[src/rtl/sdram_frame_arbiter.sv]
// ----------------------------------------------------------------------------
// sdram_frame_arbiter
//
// Frame-level arbiter for the single SDRAM read port of the capture frame
// buffer. Requester 0 (sensor_filter/shape_finder path) and requester 1
// (uart_watcher) are granted whole frames. Before every grant the SDRAM read
// address is rewound with a one-cycle clear pulse; during the grant the
// pixel req/vld handshake of the owner is forwarded. A grant that sees no
// read data for TIMEOUT cycles is aborted.
//
// Ports
//   clk, rst             clock, asynchronous active-low reset
//   policy               00 round-robin, 01 only req0, 10 only req1, 11 hold
//   sdram_ready_to_read  a complete frame is available in SDRAM
//   sdram_dout/_vld      read data and its one-per-pixel valid strobe
//   sdram_dout_req       pixel read request towards SDRAM (combinational)
//   sdram_clr_read_addr  one-cycle pulse, rewind SDRAM read address
//   reqN_frame           requester N wants a frame (level)
//   reqN_rd_req          requester N pixel request
//   reqN_en              requester N owns the port
//   reqN_ack             pixel valid to requester N (combinational)
//   reqN_din             pixel data, broadcast to both requesters
//   grant_id             last or current granted requester
//   busy                 arbiter is not idle
//   frame_done           one-cycle pulse, full frame delivered
//   timeout_err          one-cycle pulse, grant aborted on timeout
// ----------------------------------------------------------------------------
module sdram_frame_arbiter #(
    parameter int FRAME_PIXELS = 76800,
    parameter int PIX_W        = 16,
    parameter int CNT_W        = 17,
    parameter int TIMEOUT      = 1000000
) (
    input  logic             clk,
    input  logic             rst,
    input  logic [1:0]       policy,
    input  logic             sdram_ready_to_read,
    input  logic [PIX_W-1:0] sdram_dout,
    input  logic             sdram_dout_vld,
    output logic             sdram_dout_req,
    output logic             sdram_clr_read_addr,
    input  logic             req0_frame,
    input  logic             req0_rd_req,
    output logic             req0_en,
    output logic             req0_ack,
    output logic [PIX_W-1:0] req0_din,
    input  logic             req1_frame,
    input  logic             req1_rd_req,
    output logic             req1_en,
    output logic             req1_ack,
    output logic [PIX_W-1:0] req1_din,
    output logic             grant_id,
    output logic             busy,
    output logic             frame_done,
    output logic             timeout_err
);

    localparam int TMO_W = $clog2(TIMEOUT + 1);
    localparam logic [CNT_W-1:0] FRAME_LEN  = CNT_W'(FRAME_PIXELS);
    localparam logic [CNT_W-1:0] FRAME_LAST = CNT_W'(FRAME_PIXELS - 1);
    localparam logic [TMO_W-1:0] TMO_LAST   = TMO_W'(TIMEOUT - 1);

    typedef enum logic [1:0] {
        S_IDLE  = 2'd0,
        S_CLR   = 2'd1,
        S_GRANT = 2'd2,
        S_DONE  = 2'd3
    } state_t;

    state_t            state_q, state_d;
    logic              grant_id_q, grant_id_d;
    logic              last_served_q, last_served_d;
    logic [CNT_W-1:0]  pix_cnt_q, pix_cnt_d;
    logic [CNT_W-1:0]  req_cnt_q, req_cnt_d;
    logic [TMO_W-1:0]  tmo_cnt_q, tmo_cnt_d;
    logic              en0_q, en0_d;
    logic              en1_q, en1_d;
    logic              clr_q, clr_d;
    logic              busy_q, busy_d;
    logic              frame_done_q, frame_done_d;
    logic              timeout_err_q, timeout_err_d;

    logic              elig0_s, elig1_s, pick_s;
    logic              owner_rd_req_s, dout_req_s;

    // Policy filter and round-robin pick among eligible requesters.
    always_comb begin
        elig0_s = 1'b0;
        elig1_s = 1'b0;
        case (policy)
            2'b00: begin
                elig0_s = req0_frame;
                elig1_s = req1_frame;
            end
            2'b01: elig0_s = req0_frame;
            2'b10: elig1_s = req1_frame;
            default: begin
                elig0_s = 1'b0;
                elig1_s = 1'b0;
            end
        endcase
        // On a tie the requester that was not served last wins.
        if (elig0_s && elig1_s) begin
            pick_s = ~last_served_q;
        end else begin
            pick_s = elig1_s;
        end
    end

    // Owner's pixel request, gated once the whole frame has been requested.
    always_comb begin
        owner_rd_req_s = grant_id_q ? req1_rd_req : req0_rd_req;
        dout_req_s     = (state_q == S_GRANT) && owner_rd_req_s && (req_cnt_q < FRAME_LEN);
    end

    // Next-state and next-output computation for the frame FSM.
    always_comb begin
        state_d       = state_q;
        grant_id_d    = grant_id_q;
        last_served_d = last_served_q;
        pix_cnt_d     = pix_cnt_q;
        req_cnt_d     = req_cnt_q;
        tmo_cnt_d     = tmo_cnt_q;
        en0_d         = en0_q;
        en1_d         = en1_q;
        busy_d        = busy_q;
        clr_d         = 1'b0;
        frame_done_d  = 1'b0;
        timeout_err_d = 1'b0;
        case (state_q)
            S_IDLE: begin
                if (sdram_ready_to_read && (elig0_s || elig1_s)) begin
                    state_d    = S_CLR;
                    grant_id_d = pick_s;
                    clr_d      = 1'b1;
                    busy_d     = 1'b1;
                end else begin
                    state_d    = S_IDLE;
                end
            end
            S_CLR: begin
                state_d   = S_GRANT;
                pix_cnt_d = '0;
                req_cnt_d = '0;
                tmo_cnt_d = '0;
                en0_d     = ~grant_id_q;
                en1_d     = grant_id_q;
            end
            S_GRANT: begin
                if (dout_req_s) begin
                    req_cnt_d = req_cnt_q + CNT_W'(1);
                end else begin
                    req_cnt_d = req_cnt_q;
                end
                if (sdram_dout_vld) begin
                    pix_cnt_d = pix_cnt_q + CNT_W'(1);
                    tmo_cnt_d = '0;
                    if (pix_cnt_q == FRAME_LAST) begin
                        state_d       = S_DONE;
                        en0_d         = 1'b0;
                        en1_d         = 1'b0;
                        frame_done_d  = 1'b1;
                        last_served_d = grant_id_q;
                    end else begin
                        state_d       = S_GRANT;
                    end
                end else if (tmo_cnt_q == TMO_LAST) begin
                    state_d       = S_IDLE;
                    en0_d         = 1'b0;
                    en1_d         = 1'b0;
                    busy_d        = 1'b0;
                    timeout_err_d = 1'b1;
                    last_served_d = grant_id_q;
                end else begin
                    tmo_cnt_d     = tmo_cnt_q + TMO_W'(1);
                end
            end
            S_DONE: begin
                state_d = S_IDLE;
                busy_d  = 1'b0;
            end
            default: begin
                state_d = S_IDLE;
                en0_d   = 1'b0;
                en1_d   = 1'b0;
                busy_d  = 1'b0;
            end
        endcase
    end

    // State and registered-output flops.
    always_ff @(posedge clk or negedge rst) begin
        if (!rst) begin
            state_q       <= S_IDLE;
            grant_id_q    <= 1'b0;
            last_served_q <= 1'b1;
            pix_cnt_q     <= '0;
            req_cnt_q     <= '0;
            tmo_cnt_q     <= '0;
            en0_q         <= 1'b0;
            en1_q         <= 1'b0;
            clr_q         <= 1'b0;
            busy_q        <= 1'b0;
            frame_done_q  <= 1'b0;
            timeout_err_q <= 1'b0;
        end else begin
            state_q       <= state_d;
            grant_id_q    <= grant_id_d;
            last_served_q <= last_served_d;
            pix_cnt_q     <= pix_cnt_d;
            req_cnt_q     <= req_cnt_d;
            tmo_cnt_q     <= tmo_cnt_d;
            en0_q         <= en0_d;
            en1_q         <= en1_d;
            clr_q         <= clr_d;
            busy_q        <= busy_d;
            frame_done_q  <= frame_done_d;
            timeout_err_q <= timeout_err_d;
        end
    end

    assign sdram_dout_req      = dout_req_s;
    assign sdram_clr_read_addr = clr_q;
    assign req0_en             = en0_q;
    assign req1_en             = en1_q;
    // en is high exactly while granted, so it also gates the ack.
    assign req0_ack            = en0_q & sdram_dout_vld;
    assign req1_ack            = en1_q & sdram_dout_vld;
    assign req0_din            = sdram_dout;
    assign req1_din            = sdram_dout;
    assign grant_id            = grant_id_q;
    assign busy                = busy_q;
    assign frame_done          = frame_done_q;
    assign timeout_err         = timeout_err_q;

endmodule

[config.mk]
export PLATFORM = sky130hd
export DESIGN_NAME = sdram_frame_arbiter
export DESIGN_NICKNAME = d
export VERILOG_FILES = /design/src/rtl/sdram_frame_arbiter.sv
export SDC_FILE = /design/constraint.sdc
export NUM_CORES = 1
export LEC_CHECK = 0
export ABC_AREA = 1
export ABC_CLOCK_PERIOD_IN_PS = 2200
export CELL_PAD_IN_SITES_DETAIL_PLACEMENT = 0
export CELL_PAD_IN_SITES_GLOBAL_PLACEMENT = 1
export CORE_AREA = 8 8 113 115
export CTS_BUF_LIST = sky130_fd_sc_hd__clkbuf_8
export CTS_CLUSTER_DIAMETER = 50
export DETAILED_ROUTE_END_ITERATION = 12
export DIE_AREA = 0 0 121 123
export GPL_ROUTABILITY_DRIVEN = 1
export PLACE_DENSITY_LB_ADDON = 0.1
export REMOVE_ABC_BUFFERS = 1
export SLEW_MARGIN = 40
export SYNTH_ARGS = -nofsm -noshare
export SYNTH_HDL_FRONTEND = slang
export SYNTH_SLANG_ARGS = --single-unit
[constraint.sdc]
create_clock -name clk -period 2.2 [get_ports clk]
set_clock_uncertainty 0.05 [all_clocks]
set_input_delay 0.33 -clock clk [delete_from_list [all_inputs] [get_ports clk]]
set_output_delay 0.33 -clock clk [all_outputs]
set_load 0.02 [all_outputs]
# ---- After elaboration in Yosys (flattened, before gate mapping)
# Cells that the tools add are included.
dict set report classes {
  addsub 3
  n_reduce_logical 19
  order_cmp 1
  eq_ne 16
  mux 35
  n_bitwise 4
}
# op n
set op_table {}
lappend op_table {{17-bit case mux with 2 select lines} 2}
lappend op_table {{20-bit two-way mux} 2}
lappend op_table {{20-bit case mux with 2 select lines} 1}
lappend op_table {{17-bit by 1-bit adder with 17-bit output (second input constant)} 2}
lappend op_table {{17-bit two-way mux} 2}
lappend op_table {{1-bit two-way mux} 22}
lappend op_table {{20-bit by 1-bit adder with 20-bit output (second input constant)} 1}
lappend op_table {{20-bit equality test (second input constant)} 1}
lappend op_table {{17-bit equality test (second input constant)} 1}
lappend op_table {{17-bit < comparator (second input constant)} 1}
lappend op_table {{2-bit != test (second input constant)} 4}
lappend op_table {{2-bit case mux with 4 select lines} 1}
lappend op_table {{2-bit AND reduction} 4}
lappend op_table {{2-bit equality test (second input constant)} 3}
lappend op_table {{3-bit by 2-bit != test with 1-bit output (second input constant)} 2}
lappend op_table {{3-bit AND reduction} 2}
lappend op_table {{2-bit by 1-bit equality test with 1-bit output (second input constant)} 2}
lappend op_table {{1-bit logical AND} 4}
lappend op_table {{2-bit logical NOT} 2}
lappend op_table {{2-bit two-way mux} 2}
lappend op_table {{2-bit by 1-bit != test with 1-bit output (second input constant)} 2}
lappend op_table {{1-bit case mux with 2 select lines} 2}
lappend op_table {{4-bit AND reduction} 1}
lappend op_table {{2-bit nonzero test} 2}
lappend op_table {{other kinds (7)} 10}
dict set report totals {
  inputBits 26
  output_inout_bits 42
  reg_bits 64
}

# ---- Logic depth before layout (Yosys ltp)
dict set report depth {
  ltp_word 7
  ltp_mapped 11
  depth_no_buf 11
}

# ---- Worst setup path after synthesis
# OpenSTA, ideal clock, no wires.
dict set report synth_timing {
  path_kind {register to register}
  from {register state_q[0]}
  to {register req_cnt_q[6]}
  synth_period_minus_slack_ns 1.649
  path_slack_ns 0.551
  required_ns 2.024
  n_path_buf 1
  t_arrival_ns 1.473
  setup_time_ns 0.126
  stages_incl_launch_ff 11
  cell_sequence {dfrtp_1 > inv_1 > ha_1 > o21ai_0 > nor2_1 > nand2_1 > nand2_2 > inv_2 > buf_4 > nand2_1 > o21ai_0}
}
dict set report synth_via {
  elab_chain_cells 5
  word_cells_on_any_way 8
  cone_classes {3 x eq/ne; 1 x mux; 4 x reduce/logical}
}
# element line_no
set synth_lines {}
lappend synth_lines {{start, declared} 70} ;# state_t state_q, state_d;
lappend synth_lines {{start signal, assigned} 207} ;# state_q <= state_d;
lappend synth_lines {{2-bit equality test} {113, 130}}
lappend synth_lines {{1-bit logical AND (2 in series)} 113} ;# dout_req_s = (state_q == S_GRANT) && owner_rd_req_s && (req_cnt_q < FRAME_LEN);
lappend synth_lines {{2-bit != test (no line)} --}
lappend synth_lines {{2-bit AND reduction (no line)} --}
lappend synth_lines {{end signal, assigned} 211} ;# req_cnt_q <= req_cnt_d;
lappend synth_lines {{end, declared} 74} ;# logic [CNT_W-1:0] req_cnt_q, req_cnt_d;
# Parallel ways exist; a longest one is shown, timed or not.
# A chain may end at the register's enable or synchronous reset.

# ---- Final worst setup path
dict set report layout_timing {
  from {register state_q[0]}
  to {output sdram_dout_req}
}
dict set report layout_via {
  elab_chain_cells 3
}
# element line_no
set layout_lines {}
lappend layout_lines {{2-bit equality test} 113}
lappend layout_lines {{1-bit logical AND (2 in series)} 113}
lappend layout_lines {{end, declared} 40} ;# output logic sdram_dout_req,
# No other way between the ends.

==> results.json <==
{
  "placed_area_um2": 4560,
  "drv_cap": 0,
  "fin_crit_ns": 2.02,
  "hold_viol": 0,
  "multi_input_gate_area_in_the_final_layout_um2": 2130,
  "syn-cell-area_um2": 4320,
  "layout-drive-gt1-share_pct": 9.98,
  "die-area_um2": 14900,
  "tightestPinTransition_ns": 0.400,
  "tns_ns": 0,
  "floorplan.die.width_um": 121,
  "yosys-top-cells-count": "sky130_fd_sc_hd__nand2_1, sky130_fd_sc_hd__inv_1, sky130_fd_sc_hd__nor2_1",
  "clock_path_buffers": 2,
  "crit_path_max_fanout": 3,
  "tritoncts_num_sinks": 64,
  "maxClockFrequency_mhz": 494,
  "worst_hold_path.endpoint": "pix_cnt_q[14]$_DFFE_PN0P_",
  "crit_path_cell_trace": "inv_1 > ha_2 > o21ai_0 > nor2_1 > buf_4 > nand2_2 > inv_2 > buf_4",
  "synth_edf_count": 0,
  "first_global_vias": 3713,
  "synth-main-ff-cell": "sky130_fd_sc_hd__dfrtp_1",
  "syn_to_final_growth_pct": 9.67,
  "whs_path_depth": 2,
  "pwr_cell_area_nw_per_um2": 555,
  "drt-initial-drc-count": 174,
  "timing.critical_path.to_type": "output port",
  "timing.final.setup_violations": 0,
  "min-delay-path-class": "reg -> reg",
  "total_power_mw": 2.63,
  "fraction_of_registers_with_async_set_reset_pct": 100,
  "critical-path-top-delay-family": "buffers and inverters",
  "worst-endpoint-required_ns": 1.82,
  "dr_total_vias": 3825,
  "timing.reg2reg.setup_slack_ns": 0.26,
  "routabilityCongestion": 0.789,
  "critPathSlowestCell": "sky130_fd_sc_hd__dfrtp_1",
  "grt_start_max_net_pins": 65,
  "clock_root_cell": "sky130_fd_sc_hd__clkbuf_8",
  "synthMostInstantiatedCell": "sky130_fd_sc_hd__nand2_1",
  "fin_util_pct": 42.8,
  "antenna-diode-count": 0,
  "drc_errors": 0,
  "cts_max_level": 3,
  "crit_path_start_kind": "flip-flop",
  "hp-start": "pix_cnt_q[14]$_DFFE_PN0P_",
  "gr-usage-all-layers_pct": 16.0,
  "synth.yosys.warnings": 0,
  "postRouteAntennaNets": 0,
  "synth_cell_type_count": 38,
  "yosys-top-cells-area": "sky130_fd_sc_hd__dfrtp_1, sky130_fd_sc_hd__nand2_1, sky130_fd_sc_hd__inv_1",
  "cts_tree": "yes",
  "cts_inserted_buffers": 9,
  "num-fill-cells": 1170,
  "vias_per_cell": 4.88,
  "setup.worst_path.class": "reg -> out",
  "insertion_delay_ns": 0.36,
  "io_pins": 68,
  "antenna_violations_before_repair": 0,
  "cpPeakStageDelay_ns": 0.37,
  "rsz_0062_raised_after_global_routing": "false",
  "syn-instance-count": 627,
  "avgRoutedWirePerCell_um": 13.9,
  "ir_worst_vdd_mv": 0.215,
  "placementRows": 39,
  "cell_type_contributing_the_most_total_cell_area_after_synthesis": "sky130_fd_sc_hd__dfrtp_1",
  "slew-limit-headroom_pct": 73.2,
  "die_h_um": 123,
  "register_area_um2": 1600,
  "outcome": "finished clean",
  "critPathMostFrequentCell": "sky130_fd_sc_hd__buf_4",
  "critical_path.n_buffers_inverters": 4,
  "drt_pass1_iterations": 5,
  "worstReg2RegEnd": "pix_cnt_q[15]$_DFFE_PN0P_",
  "post-route-cell-area_um2": 4740,
  "dpl.hpwl_um": 8100,
  "wire_length_of_the_first_global_routing_pass_um": 18800,
  "ys_seq_elements": 64,
  "synth.avg_cell_area_um2": 6.89,
  "port_buffers": 19,
  "worst_setup_hold_path_clk_slew_ns": 0.07,
  "synth_largest_type_area_fraction_pct": 36.5,
  "worst-path-stages": 8,
  "finish.net_count": 671,
  "rr_worst_depth": 10,
  "r2r_path_start": "state_q[0]$_DFFE_PN0P_",
  "floorplan.initialDensity_pct": 39.0,
  "arrival_ns": 1.64,
  "post_cts_setup_repair_buffer_count": 0,
  "leakage_nw": 2.26,
  "postRouteWirelength_um": 10900,
  "grt.overflow.total": 0,
  "synth.yosys.seq_area_share_pct": 37.1,
  "core_um2": 11100,
  "final_min_period_over_clock_period_pct": 91.9,
  "drv_slew": 0
}
[worst register-to-register path, cell delays in order, from the launching register on]
cell	delay [ns]
sky130_fd_sc_hd__dfrtp_1	0.37
sky130_fd_sc_hd__inv_1	0.08
sky130_fd_sc_hd__ha_2	0.18
sky130_fd_sc_hd__buf_4	0.28
sky130_fd_sc_hd__inv_2	0.10
sky130_fd_sc_hd__nand2_1	0.19
sky130_fd_sc_hd__inv_1	0.13
sky130_fd_sc_hd__nor2_4	0.20
sky130_fd_sc_hd__inv_1	0.10
sky130_fd_sc_hd__nand4_1	0.10
sky130_fd_sc_hd__nand2_1	0.06
[cells by family after synthesis]
| group | Yosys count | synth area share (%) |
|---|---|---|
| AND/OR/NAND/NOR | 372 | 38.0 |
| buffers and inverters | 119 | 13.8 |
| flip-flops | 64 | 37.1 |
| AO/OA/AOI/OAI | 56 | 7.15 |
| adder cells (fa/ha/maj) | 8 | 2.32 |
| XOR/XNOR | 7 | 1.42 |
| multiplexers | 1 | 0.232 |
[placed cells by master (no fill, tap or decap), types with 2 or more instances in the layout]
cell / instances
sky130_fd_sc_hd__nand3b_1: 3
sky130_fd_sc_hd__a21oi_1: 5
sky130_fd_sc_hd__or2_2: 4
sky130_fd_sc_hd__nor2_1: 71
sky130_fd_sc_hd__inv_2: 4
sky130_fd_sc_hd__buf_12: 2
sky130_fd_sc_hd__nand2_1: 197
sky130_fd_sc_hd__nor3_1: 10
sky130_fd_sc_hd__nor2_4: 2
sky130_fd_sc_hd__xor2_1: 6
sky130_fd_sc_hd__nand3_1: 39
sky130_fd_sc_hd__clkdlybuf4s50_1: 17
sky130_fd_sc_hd__ha_1: 7
sky130_fd_sc_hd__buf_4: 20
sky130_fd_sc_hd__nand3_2: 7
sky130_fd_sc_hd__nand4_1: 27
sky130_fd_sc_hd__o21ai_1: 18
sky130_fd_sc_hd__o21bai_1: 4
sky130_fd_sc_hd__nor2_2: 4
sky130_fd_sc_hd__inv_1: 76
sky130_fd_sc_hd__dfrtp_1: 63
sky130_fd_sc_hd__clkbuf_8: 11
sky130_fd_sc_hd__nand2_2: 4
sky130_fd_sc_hd__o21ai_0: 23
[flip-flops by register name, summed over array words and instances, names as in the netlist]
name                 count
req1_en                  1
req_cnt_q               17
sdram_clr_read_addr      1
pix_cnt_q               17
req0_en                  1
state_q                  2
busy                     1
last_served_q            1
grant_id                 1
tmo_cnt_q               20
frame_done               1
timeout_err              1
[stage by stage]
| stage | cells | hold WS [ns] | setup WS (ns) |
|---|---|---|---|
| 2_1_floorplan | 585 | -0.0156 | 0.114 |
| 3_3_place_gp | 768 | 0.329 | -0.197 |
| 3_5_place_dp | 768 | 0.335 | -0.182 |
| 4_1_cts | 784 | 0.446 | 0.0126 |
| 5_1_grt | 784 | 0.482 | 0.00160 |
| 6_report | 784 | 0.441 | 0.178 |
[what timing repair did]
action                                 in CTS  in global routing
endpoints found under the hold margin      63                  0
setup endpoints to repair                   1                  2
pin swaps                                   1                  1
hold buffers                                1                  0
resized for setup                           4                  4
[final cells by class]
| cell class | instances | area share [%] |
|---|---|---|
| sequential | 64 | 33.8 |
| multi-input combinational | 444 | 44.9 |
| timing repair buffer | 41 | 7.92 |
| inverter | 77 | 6.10 |
| clock inverter | 4 | 0.317 |
| tap | 143 | 3.78 |
| clock buffer | 11 | 3.19 |
[per-layer routing]
metal	track usage, %	part of all wire [%]	wire length (um)	up-vias
li1	-	-	-	1982
met1	21.7	50	5470	1758
met2	22.9	43	4660	69
met3	4.89	5.5	598	16
met4	6.95	1.8	195	0
met5	0	0	0	-
[power breakdown]
part / leakage, nW / internal [mW] / switching [mW] / total [mW]
clock network: 0.100 / 0.449 / 0.465 / 0.914
registers: 0.865 / 1.27 / 0.0985 / 1.37
logic: 1.30 / 0.138 / 0.213 / 0.351
[worst max-delay path by stage]
| stage | start | end | slack (ns) |
|---|---|---|---|
| after global routing | state_q[0]$_DFFE_PN0P_ | sdram_dout_req | 0.002 |
| after floorplan | state_q[0]$_DFFE_PN0P_ | tmo_cnt_q[0]$_DFFE_PN0P_ | 0.11 |
| after detailed placement | req0_rd_req | sdram_dout_req | -0.18 |
| after global placement | req0_rd_req | sdram_dout_req | -0.20 |
| final | state_q[0]$_DFFE_PN0P_ | sdram_dout_req | 0.18 |
| after CTS | state_q[0]$_DFFE_PN0P_ | sdram_dout_req | 0.01 |
No activity file was read; power rests on OpenSTA's default activity.
